`src/rtl/awb_stats.sv`:
```
// awb_stats: gray-world auto-white-balance statistics.
// Accumulates per-channel sums over a frame and latches the frame means at
// frame end. It then runs two sequential 16-step restoring divisions,
// (mean_g<<8)/mean_r and (mean_g<<8)/mean_b, to produce Q4.8 gains.
// Optional build macro AWB_PASSTHRU_EN adds a one-cycle registered copy of the
// input beat on the pixel_out/valid_out/color_out/last_col_out/last_pic_out ports.
module awb_stats #(
    parameter int COLOR_DEPTH   = 8,
    parameter int GAIN_BIT_CNT  = 12,   // must not exceed COLOR_DEPTH+8
    parameter int LOG2_PIX      = 20,
    parameter int COLOR_BIT_CNT = 2
) (
    input  logic                     clk,
    input  logic                     rst_n,
    input  logic [COLOR_DEPTH-1:0]   pixel_in,
    input  logic                     valid_in,
    input  logic [COLOR_BIT_CNT-1:0] color_in,
    input  logic                     last_col_in,
    input  logic                     last_pic_in,
    output logic                     ready_in,
    output logic [COLOR_DEPTH-1:0]   mean_r,
    output logic [COLOR_DEPTH-1:0]   mean_g,
    output logic [COLOR_DEPTH-1:0]   mean_b,
    output logic [GAIN_BIT_CNT-1:0]  gain_r,
    output logic [GAIN_BIT_CNT-1:0]  gain_g,
    output logic [GAIN_BIT_CNT-1:0]  gain_b,
    output logic                     stats_valid,
    output logic                     frame_err,
    output logic                     busy
`ifdef AWB_PASSTHRU_EN
    ,
    output logic [COLOR_DEPTH-1:0]   pixel_out,
    output logic                     valid_out,
    output logic [COLOR_BIT_CNT-1:0] color_out,
    output logic                     last_col_out,
    output logic                     last_pic_out
`endif
);

    localparam int SW   = COLOR_DEPTH + LOG2_PIX;   // sum width
    localparam int FRAC = 8;                        // Q4.8 fraction bits
    localparam int QW   = COLOR_DEPTH + FRAC;       // dividend/quotient width = iterations
    localparam int CW   = $clog2(QW);

    localparam logic [COLOR_BIT_CNT-1:0] CLR_RED   = COLOR_BIT_CNT'(0);
    localparam logic [COLOR_BIT_CNT-1:0] CLR_GREEN = COLOR_BIT_CNT'(1);
    localparam logic [COLOR_BIT_CNT-1:0] CLR_BLUE  = COLOR_BIT_CNT'(2);
    localparam logic [LOG2_PIX:0]        TRIP_FULL = {1'b1, {LOG2_PIX{1'b0}}};
    localparam logic [CW-1:0]            DIV_LAST  = CW'(QW - 1);
    localparam logic [GAIN_BIT_CNT-1:0]  GAIN_ONE  = GAIN_BIT_CNT'(1 << FRAC);

    typedef enum logic [1:0] {ACCUM, DIV_R, DIV_B, DONE} state_t;

    state_t state_q, state_d;

    logic [SW-1:0]           sum_r_q, sum_g_q, sum_b_q;
    logic [SW-1:0]           sum_r_d, sum_g_d, sum_b_d;
    logic [LOG2_PIX:0]       trip_q, trip_d;
    logic                    void_q, void_d;
    logic [COLOR_DEPTH-1:0]  mean_r_q, mean_g_q, mean_b_q;
    logic [COLOR_DEPTH-1:0]  mean_r_d, mean_g_d, mean_b_d;
    logic [GAIN_BIT_CNT-1:0] gain_r_q, gain_g_q, gain_b_q, gain_r_tmp_q;
    logic                    frame_err_q;

    // divider: rem_q is the partial remainder, dq_q shifts the dividend out
    // at the top while quotient bits shift in at the bottom
    logic [COLOR_DEPTH-1:0]  rem_q, rem_d;
    logic [QW-1:0]           dq_q, dq_d;
    logic [COLOR_DEPTH-1:0]  dvs_q;
    logic [CW-1:0]           dcnt_q;
    logic [COLOR_DEPTH:0]    rem_shift;
    logic                    rem_ge;

    logic accept, frame_end, div_last;

    assign accept    = valid_in && (state_q == ACCUM);
    assign frame_end = accept && last_pic_in;
    assign div_last  = (dcnt_q == DIV_LAST);

    // Divisor zero and quotients beyond the gain range both clamp to all-ones.
    function automatic logic [GAIN_BIT_CNT-1:0] sat_gain(input logic [QW-1:0] q,
                                                        input logic [COLOR_DEPTH-1:0] dv);
        if (dv == '0 || (q >> GAIN_BIT_CNT) != '0) return '1;
        return q[GAIN_BIT_CNT-1:0];
    endfunction

    // Accumulator next values including the beat accepted this cycle.
    always_comb begin
        sum_r_d = sum_r_q;
        sum_g_d = sum_g_q;
        sum_b_d = sum_b_q;
        trip_d  = trip_q;
        void_d  = void_q;
        if (accept) begin
            if (color_in == CLR_RED)        sum_r_d = sum_r_q + SW'(pixel_in);
            else if (color_in == CLR_GREEN) sum_g_d = sum_g_q + SW'(pixel_in);
            else if (color_in == CLR_BLUE) begin
                sum_b_d = sum_b_q + SW'(pixel_in);
                trip_d  = trip_q + 1'b1;
            end else                        void_d  = 1'b1;
        end
        mean_r_d = sum_r_d[SW-1:LOG2_PIX];
        mean_g_d = sum_g_d[SW-1:LOG2_PIX];
        mean_b_d = sum_b_d[SW-1:LOG2_PIX];
    end

    // One restoring-division step: shift in next dividend bit, subtract if possible.
    always_comb begin
        rem_shift = {rem_q, dq_q[QW-1]};
        rem_ge    = (rem_shift >= {1'b0, dvs_q});
        rem_d     = rem_ge ? COLOR_DEPTH'(rem_shift - {1'b0, dvs_q}) : rem_shift[COLOR_DEPTH-1:0];
        dq_d      = {dq_q[QW-2:0], rem_ge};
    end

    // FSM state register.
    always_ff @(posedge clk) begin
        if (!rst_n) state_q <= ACCUM;
        else        state_q <= state_d;
    end

    // FSM next state: frame end starts the red division, then blue, then a done beat.
    always_comb begin
        state_d = state_q;
        unique case (state_q)
            ACCUM:   if (frame_end) state_d = DIV_R;
            DIV_R:   if (div_last)  state_d = DIV_B;
            DIV_B:   if (div_last)  state_d = DONE;
            default:                state_d = ACCUM;
        endcase
    end

    // FSM outputs: input stalls and busy flags for the whole post-frame window.
    always_comb begin
        ready_in    = (state_q == ACCUM);
        busy        = (state_q != ACCUM);
        stats_valid = (state_q == DONE);
    end

    // Datapath: accumulate, latch means at frame end, iterate the divider, publish gains.
    always_ff @(posedge clk) begin
        if (!rst_n) begin
            sum_r_q      <= '0;
            sum_g_q      <= '0;
            sum_b_q      <= '0;
            trip_q       <= '0;
            void_q       <= 1'b0;
            mean_r_q     <= '0;
            mean_g_q     <= '0;
            mean_b_q     <= '0;
            gain_r_q     <= '0;
            gain_g_q     <= '0;
            gain_b_q     <= '0;
            gain_r_tmp_q <= '0;
            frame_err_q  <= 1'b0;
            rem_q        <= '0;
            dq_q         <= '0;
            dvs_q        <= '0;
            dcnt_q       <= '0;
        end else begin
            unique case (state_q)
                ACCUM: begin
                    if (frame_end) begin
                        sum_r_q     <= '0;
                        sum_g_q     <= '0;
                        sum_b_q     <= '0;
                        trip_q      <= '0;
                        void_q      <= 1'b0;
                        mean_r_q    <= mean_r_d;
                        mean_g_q    <= mean_g_d;
                        mean_b_q    <= mean_b_d;
                        frame_err_q <= (trip_d != TRIP_FULL) || void_d;
                        rem_q       <= '0;
                        dq_q        <= {mean_g_d, {FRAC{1'b0}}};
                        dvs_q       <= mean_r_d;
                        dcnt_q      <= '0;
                    end else begin
                        sum_r_q <= sum_r_d;
                        sum_g_q <= sum_g_d;
                        sum_b_q <= sum_b_d;
                        trip_q  <= trip_d;
                        void_q  <= void_d;
                    end
                end
                DIV_R: begin
                    rem_q  <= rem_d;
                    dq_q   <= dq_d;
                    dcnt_q <= dcnt_q + 1'b1;
                    if (div_last) begin
                        gain_r_tmp_q <= sat_gain(dq_d, dvs_q);
                        rem_q        <= '0;
                        dq_q         <= {mean_g_q, {FRAC{1'b0}}};
                        dvs_q        <= mean_b_q;
                        dcnt_q       <= '0;
                    end
                end
                DIV_B: begin
                    rem_q  <= rem_d;
                    dq_q   <= dq_d;
                    dcnt_q <= dcnt_q + 1'b1;
                    if (div_last) begin
                        gain_r_q <= gain_r_tmp_q;
                        gain_g_q <= GAIN_ONE;
                        gain_b_q <= sat_gain(dq_d, dvs_q);
                        dcnt_q   <= '0;
                    end
                end
                default: ;
            endcase
        end
    end

    assign mean_r    = mean_r_q;
    assign mean_g    = mean_g_q;
    assign mean_b    = mean_b_q;
    assign gain_r    = gain_r_q;
    assign gain_g    = gain_g_q;
    assign gain_b    = gain_b_q;
    assign frame_err = frame_err_q;

`ifdef AWB_PASSTHRU_EN
    // Pass-through: one-cycle registered copy of the input beat.
    always_ff @(posedge clk) begin
        if (!rst_n) begin
            pixel_out    <= '0;
            valid_out    <= 1'b0;
            color_out    <= '0;
            last_col_out <= 1'b0;
            last_pic_out <= 1'b0;
        end else begin
            pixel_out    <= pixel_in;
            valid_out    <= valid_in && ready_in;
            color_out    <= color_in;
            last_col_out <= last_col_in;
            last_pic_out <= last_pic_in;
        end
    end
`else
    // Row boundaries carry no meaning for the statistics.
    logic unused_last_col;
    assign unused_last_col = last_col_in;
`endif

endmodule
```
`config.mk`:
```
export PLATFORM = sky130hd
export DESIGN_NAME = awb_stats
export DESIGN_NICKNAME = d
export VERILOG_FILES = /design/src/rtl/awb_stats.sv
export SDC_FILE = /design/constraint.sdc
export NUM_CORES = 1
export LEC_CHECK = 0
export ABC_AREA = 0
export CAP_MARGIN = 25
export CORE_MARGIN = 1.5
export CORE_UTILIZATION = 38
export DETAILED_ROUTE_END_ITERATION = 10
export GPL_ROUTABILITY_DRIVEN = 1
export MAX_ROUTING_LAYER = met4
export PLACE_DENSITY = 0.65
export SYNTH_ARGS = -nofsm -noshare
export SYNTH_HDL_FRONTEND = slang
export SYNTH_SLANG_ARGS = --single-unit
```
`constraint.sdc`:
```
create_clock -name clk -period 4.85 [get_ports clk]
set_input_delay 0.97 -clock clk [delete_from_list [all_inputs] [get_ports clk]]
set_output_delay 0.97 -clock clk [all_outputs]
set_load 0.02 [all_outputs]
```
== Word level (Yosys, flattened, before mapping) ==
Cells that the tools add are included.
W data, S select, Z words.

* Multiplexer cells: 48
* Equality and inequality tests: 12
* Add/sub/neg operators: 6
* Reduce and logical (&&, ||, !) cells: 27
* $lt $le $gt $ge: 1

{| class="wikitable"
|+ Operators by type and width
! kind !! count
|-
| $mux W28 || 12
|-
| $mux W21 || 5
|-
| $add A28 B8 Y28 || 3
|-
| $pmux W16 S3 || 1
|-
| $mux W8 || 5
|-
| $mux W12 || 3
|-
| $mux W16 || 2
|-
| $pmux W8 S3 || 1
|-
| $add A21 B1 Y21 const B || 1
|-
| $ne A21 B21 Y1 const B || 1
|-
| $pmux W8 S2 || 1
|-
| $reduce_bool A16 Y1 || 1
|-
| $reduce_bool A2 Y1 || 7
|-
| $mux W1 || 11
|-
| $reduce_and A2 Y1 || 5
|-
| $ge A9 B8 Y1 || 1
|-
| $reduce_and A3 Y1 || 3
|-
| $logic_not A8 Y1 || 1
|-
| $mux W4 || 2
|-
| $ne A2 B2 Y1 const B || 4
|-
| $pmux W4 S2 || 1
|-
| $sub A8 B8 Y8 || 1
|-
| $eq A2 B2 Y1 const B || 3
|-
| $mux W2 || 3
|-
| 12 further kinds || 16
|}

* Input port bits: 15
* Word-level logic and storage cells: 115
* Register bits after elaboration: 206
* Output and inout bits: 64

== Depth between registers and ports, before layout ==
* Word-level depth: 7
* Gate-level depth with buffers: 11
* Gate-level depth less buffers: 11

== Worst setup path after synthesis ==
No wires, ideal clock.

* Path kind: input to register
* Start: input port pixel_in[0]
* End: register mean_b_q[0], in the netlist mean_b[0]
* Required time: 4.717 ns
* Stages: 10
* Data arrival time: 2.988 ns
* Setup slack: 1.729 ns
* Cells stage by stage: ha_1 > fa_1 > a21oi_1 > o21ai_0 > a2111oi_0 > nand4bb_1 > clkbuf_1 > nor2_1 > xnor2_1 > a21oi_1

* Longest elaborated chain between the ends: 5

{| class="wikitable"
|+ Ends and longest elaborated chain
! what !! line !! text
|-
| start: declaration || 15 || <nowiki>input logic [COLOR_DEPTH-1:0] pixel_in,</nowiki>
|-
| $add A28 B8 Y28 || 98 || <nowiki>sum_b_d = sum_b_q + SW'(pixel_in);</nowiki>
|-
| $mux W28 || 97 || <nowiki>else if (color_in == CLR_BLUE) begin</nowiki>
|-
| $mux W28 || 96 || <nowiki>else if (color_in == CLR_GREEN) sum_g_d = sum_g_q + SW'(pixel_in);</nowiki>
|-
| $mux W28 || 95 || <nowiki>if (color_in == CLR_RED) sum_r_d = sum_r_q + SW'(pixel_in);</nowiki>
|-
| $mux W28 || 94 || <nowiki>if (accept) begin</nowiki>
|-
| end signal: assignment || 170 || <nowiki>mean_b_q <= mean_b_d;</nowiki>
|-
| end: declaration || 60 || <nowiki>logic [COLOR_DEPTH-1:0] mean_r_q, mean_g_q, mean_b_q;</nowiki>
|}

No other way between the ends. The select of a mux whose other input is x is not followed.
A chain may end at the register's enable or synchronous reset.

== Worst setup path after layout ==
* Start: register state_q[0]
* End: output port busy

* Longest elaborated chain between the ends: 1

{| class="wikitable"
|+ Ends and longest elaborated chain
! what !! line !! text
|-
| start: declaration || 54 || <nowiki>state_t state_q, state_d;</nowiki>
|-
| start signal: assignment || 118 || <nowiki>else state_q <= state_d;</nowiki>
|-
| $reduce_bool A2 Y1 || 135 || <nowiki>busy = (state_q != ACCUM);</nowiki>
|-
| end: declaration || 29 || <nowiki>output logic busy</nowiki>
|}

No other way between the ends.

==> results.md <==
- Result of the run: complete, no violations
- Core region area: 27000 um^2
- Fraction of registers with async set/reset: 0%
- Setup TNS: 0 ns
- Vias/cell: 5.45
- Layout area overhead: 16.5%
- Die width: 169 um
- Row cnt: 60
- Later-pin clock latency in the skew report: 0.53 ns
- Crit-path cells: inv_1 -> ha_1 -> inv_1 -> clkdlybuf4s50_1
- Unrepaired setup endpoints after global routing: no
- DR DRC count: 0
- Hold Path Class: flop to flop
- IO Port Bufs: 66
- Compound-Gate Fraction of Synth Area: 19.1%
- CP most frequent cell: inv_1
- First-pass GRT wire length: 41800 um
- Most common cell after layout, fill and taps aside: dfxtp_1
- Fmax: 0.287 GHz
- DRT iter0 DRCs: 606
- Largest family of logic cells by synthesized area: simple AND/OR/NAND/NOR gates
- Reg-to-reg startpoint: state_q[0]
- Slew Limit Fails: 0
- Pint: 0.00315 W
- Fraction of the mapped netlist area in simple logic gates: 23.7%
- Crit path largest cell delay: 0.68 ns
- Sw Share: 31.8%
- Clock Skew: 0.0284 ns
- Commonest non-fill, non-tap cells in the layout: dfxtp_1, nor2_1, nand2_1
- H-tree depth: 1
- DPL Wire Length: 17900 um
- Post-Syn Area: 10500 um^2
- R2R cell count: 10
- Clock transition at path regs: 0.06 ns
- Final Setup Violations: 0
- Tcrit/Tclk final: 71.8%
- Combinational power share: 21.8%
- Total Power: 0.00463 W
- Die Y-Extent: 169 um
- CP Launch Type: flop
- Post-synthesis cell type count: 75
- Ant. Diodes: 0
- Post-CTS setup buffer count: 0
- Fin crit period: 3.48 ns
- Switching pwr: 0.00147 W
- IO Pins: 79
- Worst r2r dst: mean_b[2]
- Final GP Congestion: 0.865
- Vias in the first global route: 8439
- Synth Area in Adders: 5.43%
- Die Area: 28500 um^2
- Post-cts resize count: 0
- CP bufs+invs: 3
- Layout cells sized above 1: 6.47%
- Mux cell area share after synthesis: 1.16%
- CP endpoint kind: output port
- Worst endpoint data arrival time: 2.51 ns
- Drt pass-1 iters: 5
- Starting Density: 38.8%
- Hold Startpoint: gain_r_tmp_q[3]
- Reg2Reg Setup Slack: 1.64 ns
- Synth Warn #: 0
- Syn avg cell area: 8.26 um^2
- Slowest library cell on the worst path: clkdlybuf4s50_1
- CTS buffer count: 24
- Max FO, Critical Path: 13
- CTS tree: built
- CTS Buffer Depth: 3
- Syn Inst Count: 1267
- Tot GR Track Use: 18.2%
- Largest net degree at the start of global routing: 82
- Antenna Nets Post-Route: 0
- Crit Path Category: flop to output port
- Final wirelength: 25300 um
- Total grt overflow: 0
- Critical path's top delay family: buffers and inverters
- Cell depth of the worst setup path: 4
- Crit. Startpoint: state_q[0]
- Ys flop type: dfxtp_1
- # hold bufs at CTS: 0
- WL/cell: 15.1 um
- Post-synthesis sequential area ratio: 39.4%
- Hold Path Sink: gain_r[3]
- PwrDens: 380 nW/um^2
- Yosys reg bits: 206
- Root Buffer: clkbuf_16
- Worst vdd ir: 0.185 mV
- Post-synth EDFFs: 0
- Layout fillers: 2639
- Clock net sink count: 206
- Leakage: 4.41 nW
- Slew headroom: 38.0%
- Hold path depth: 2
- Reg power frac: 40.1%
- Initial antenna violation count: 0
- Hold Vio Cnt, Final: 0
- Post-synthesis xor/xnor area fraction: 6.95%
- Clk pwr share: 38.0%
- Final net count: 1370
- Vias: 9109
- Worst Max-Slew Pin Slew: 0.926 ns
- Required @ worst endpoint: 3.88 ns
- Total of max-cap violations: 0
registers in the layout, indices dropped and copies added (netlist names):
signal,flops
gain_r_tmp_q,12
mean_g,8
rem_q,8
gain_g,1
trip_q,21
gain_b,12
dq_q,16
sum_b_q,28
mean_r,8
sum_r_q,28
void_q,1
sum_g_q,28
state_q,2
frame_err,1
mean_b,8
dcnt_q,4
gain_r,12
dvs_q,8
power by group through the flow:
stage | Combinational, W | Sequential, W | Clock (W)
after floorplan | 0.000650 | 0.00191 | 0
after global placement | 0.000989 | 0.00189 | 0
after detailed placement | 0.00101 | 0.00189 | 0
after CTS | 0.00101 | 0.00186 | 0.00180
after global routing | 0.00111 | 0.00187 | 0.00188
final | 0.00101 | 0.00186 | 0.00176
layout make-up:
| cell class | count | area [um^2] | share of cell area, % |
|---|---|---|---|
| Timing Repair Buffer | 83 | 803 | 6.59 |
| Clock buffer | 27 | 642 | 5.27 |
| Multi-Input combinational cell | 965 | 5930 | 48.7 |
| Tap cell | 341 | 427 | 3.50 |
| Inverter | 32 | 120 | 0.986 |
| Sequential cell | 206 | 4120 | 33.8 |
| Clock inverter | 17 | 138 | 1.13 |
metrics by stage:
step | hold slack (ns) | cells | worst slack (ns) | utilization, % | area (um^2)
2_1_floorplan | 0.430 | 1277 | 1.73 | - | 10500
3_3_place_gp | 0.441 | 1625 | 0.840 | 42.2 | 11400
5_1_grt | 0.475 | 1671 | 1.21 | 45.2 | 12200
3_5_place_dp | 0.444 | 1627 | 0.885 | 42.3 | 11400
6_report | 0.449 | 1671 | 1.37 | 45.2 | 12200
4_1_cts | 0.454 | 1671 | 1.39 | 45.2 | 12200
worst max path at each step:
stage / to / slack [ns]
6_report: busy / 1.37
5_1_grt: mean_b[2] / 1.21
4_1_cts: busy / 1.39
3_5_place_dp: sum_g_q[14] / 0.88
3_3_place_gp: sum_g_q[14] / 0.84
2_1_floorplan: mean_b[0] / 1.73
cells by family after synthesis:
logic type	count (synthesis)
AO/OA/AOI/OAI	316
XOR/XNOR	83
adder cells (fa/ha/maj)	43
buffers and inverters	106
flip-flops	206
multiplexers	12
other	1
AND/OR/NAND/NOR	500
cell usage after synthesis (13+ instances only):
| cell | number | area share [%] |
|---|---|---|
| a211oi_1 | 34 | 2.4 |
| and3_1 | 22 | 1.3 |
| clkbuf_1 | 57 | 2.0 |
| nor3_1 | 20 | 0.96 |
| xor2_1 | 31 | 2.6 |
| nor2_1 | 175 | 6.3 |
| nand2_1 | 113 | 4.1 |
| nand4_1 | 23 | 1.4 |
| o21ai_0 | 84 | 4.0 |
| nand3_1 | 56 | 2.7 |
| a31oi_1 | 13 | 0.78 |
| ha_1 | 39 | 4.7 |
| xnor2_1 | 52 | 4.4 |
| or3_1 | 13 | 0.78 |
| inv_1 | 32 | 1.1 |
| dfxtp_1 | 206 | 39 |
| a21oi_1 | 89 | 4.3 |
worst register-to-register path: stages, from the launching register on:
cell	delay [ns]
dfxtp_1	0.36
inv_1	0.10
ha_1	0.52
and4b_1	0.27
buf_4	0.25
nand3_1	0.11
nor2_1	0.53
nand4bb_1	0.45
nor2_1	0.24
xnor2_1	0.16
a21oi_1	0.09
per-layer routing:
metal | share of wire [%] | GRT usage (%)
met1 | 48 | 23.8
met3 | 4.1 | 2.31
met4 | 2.5 | 5.32
met5 | 0 | -
met2 | 45 | 29.3
(Power assumes the default switching activity.)
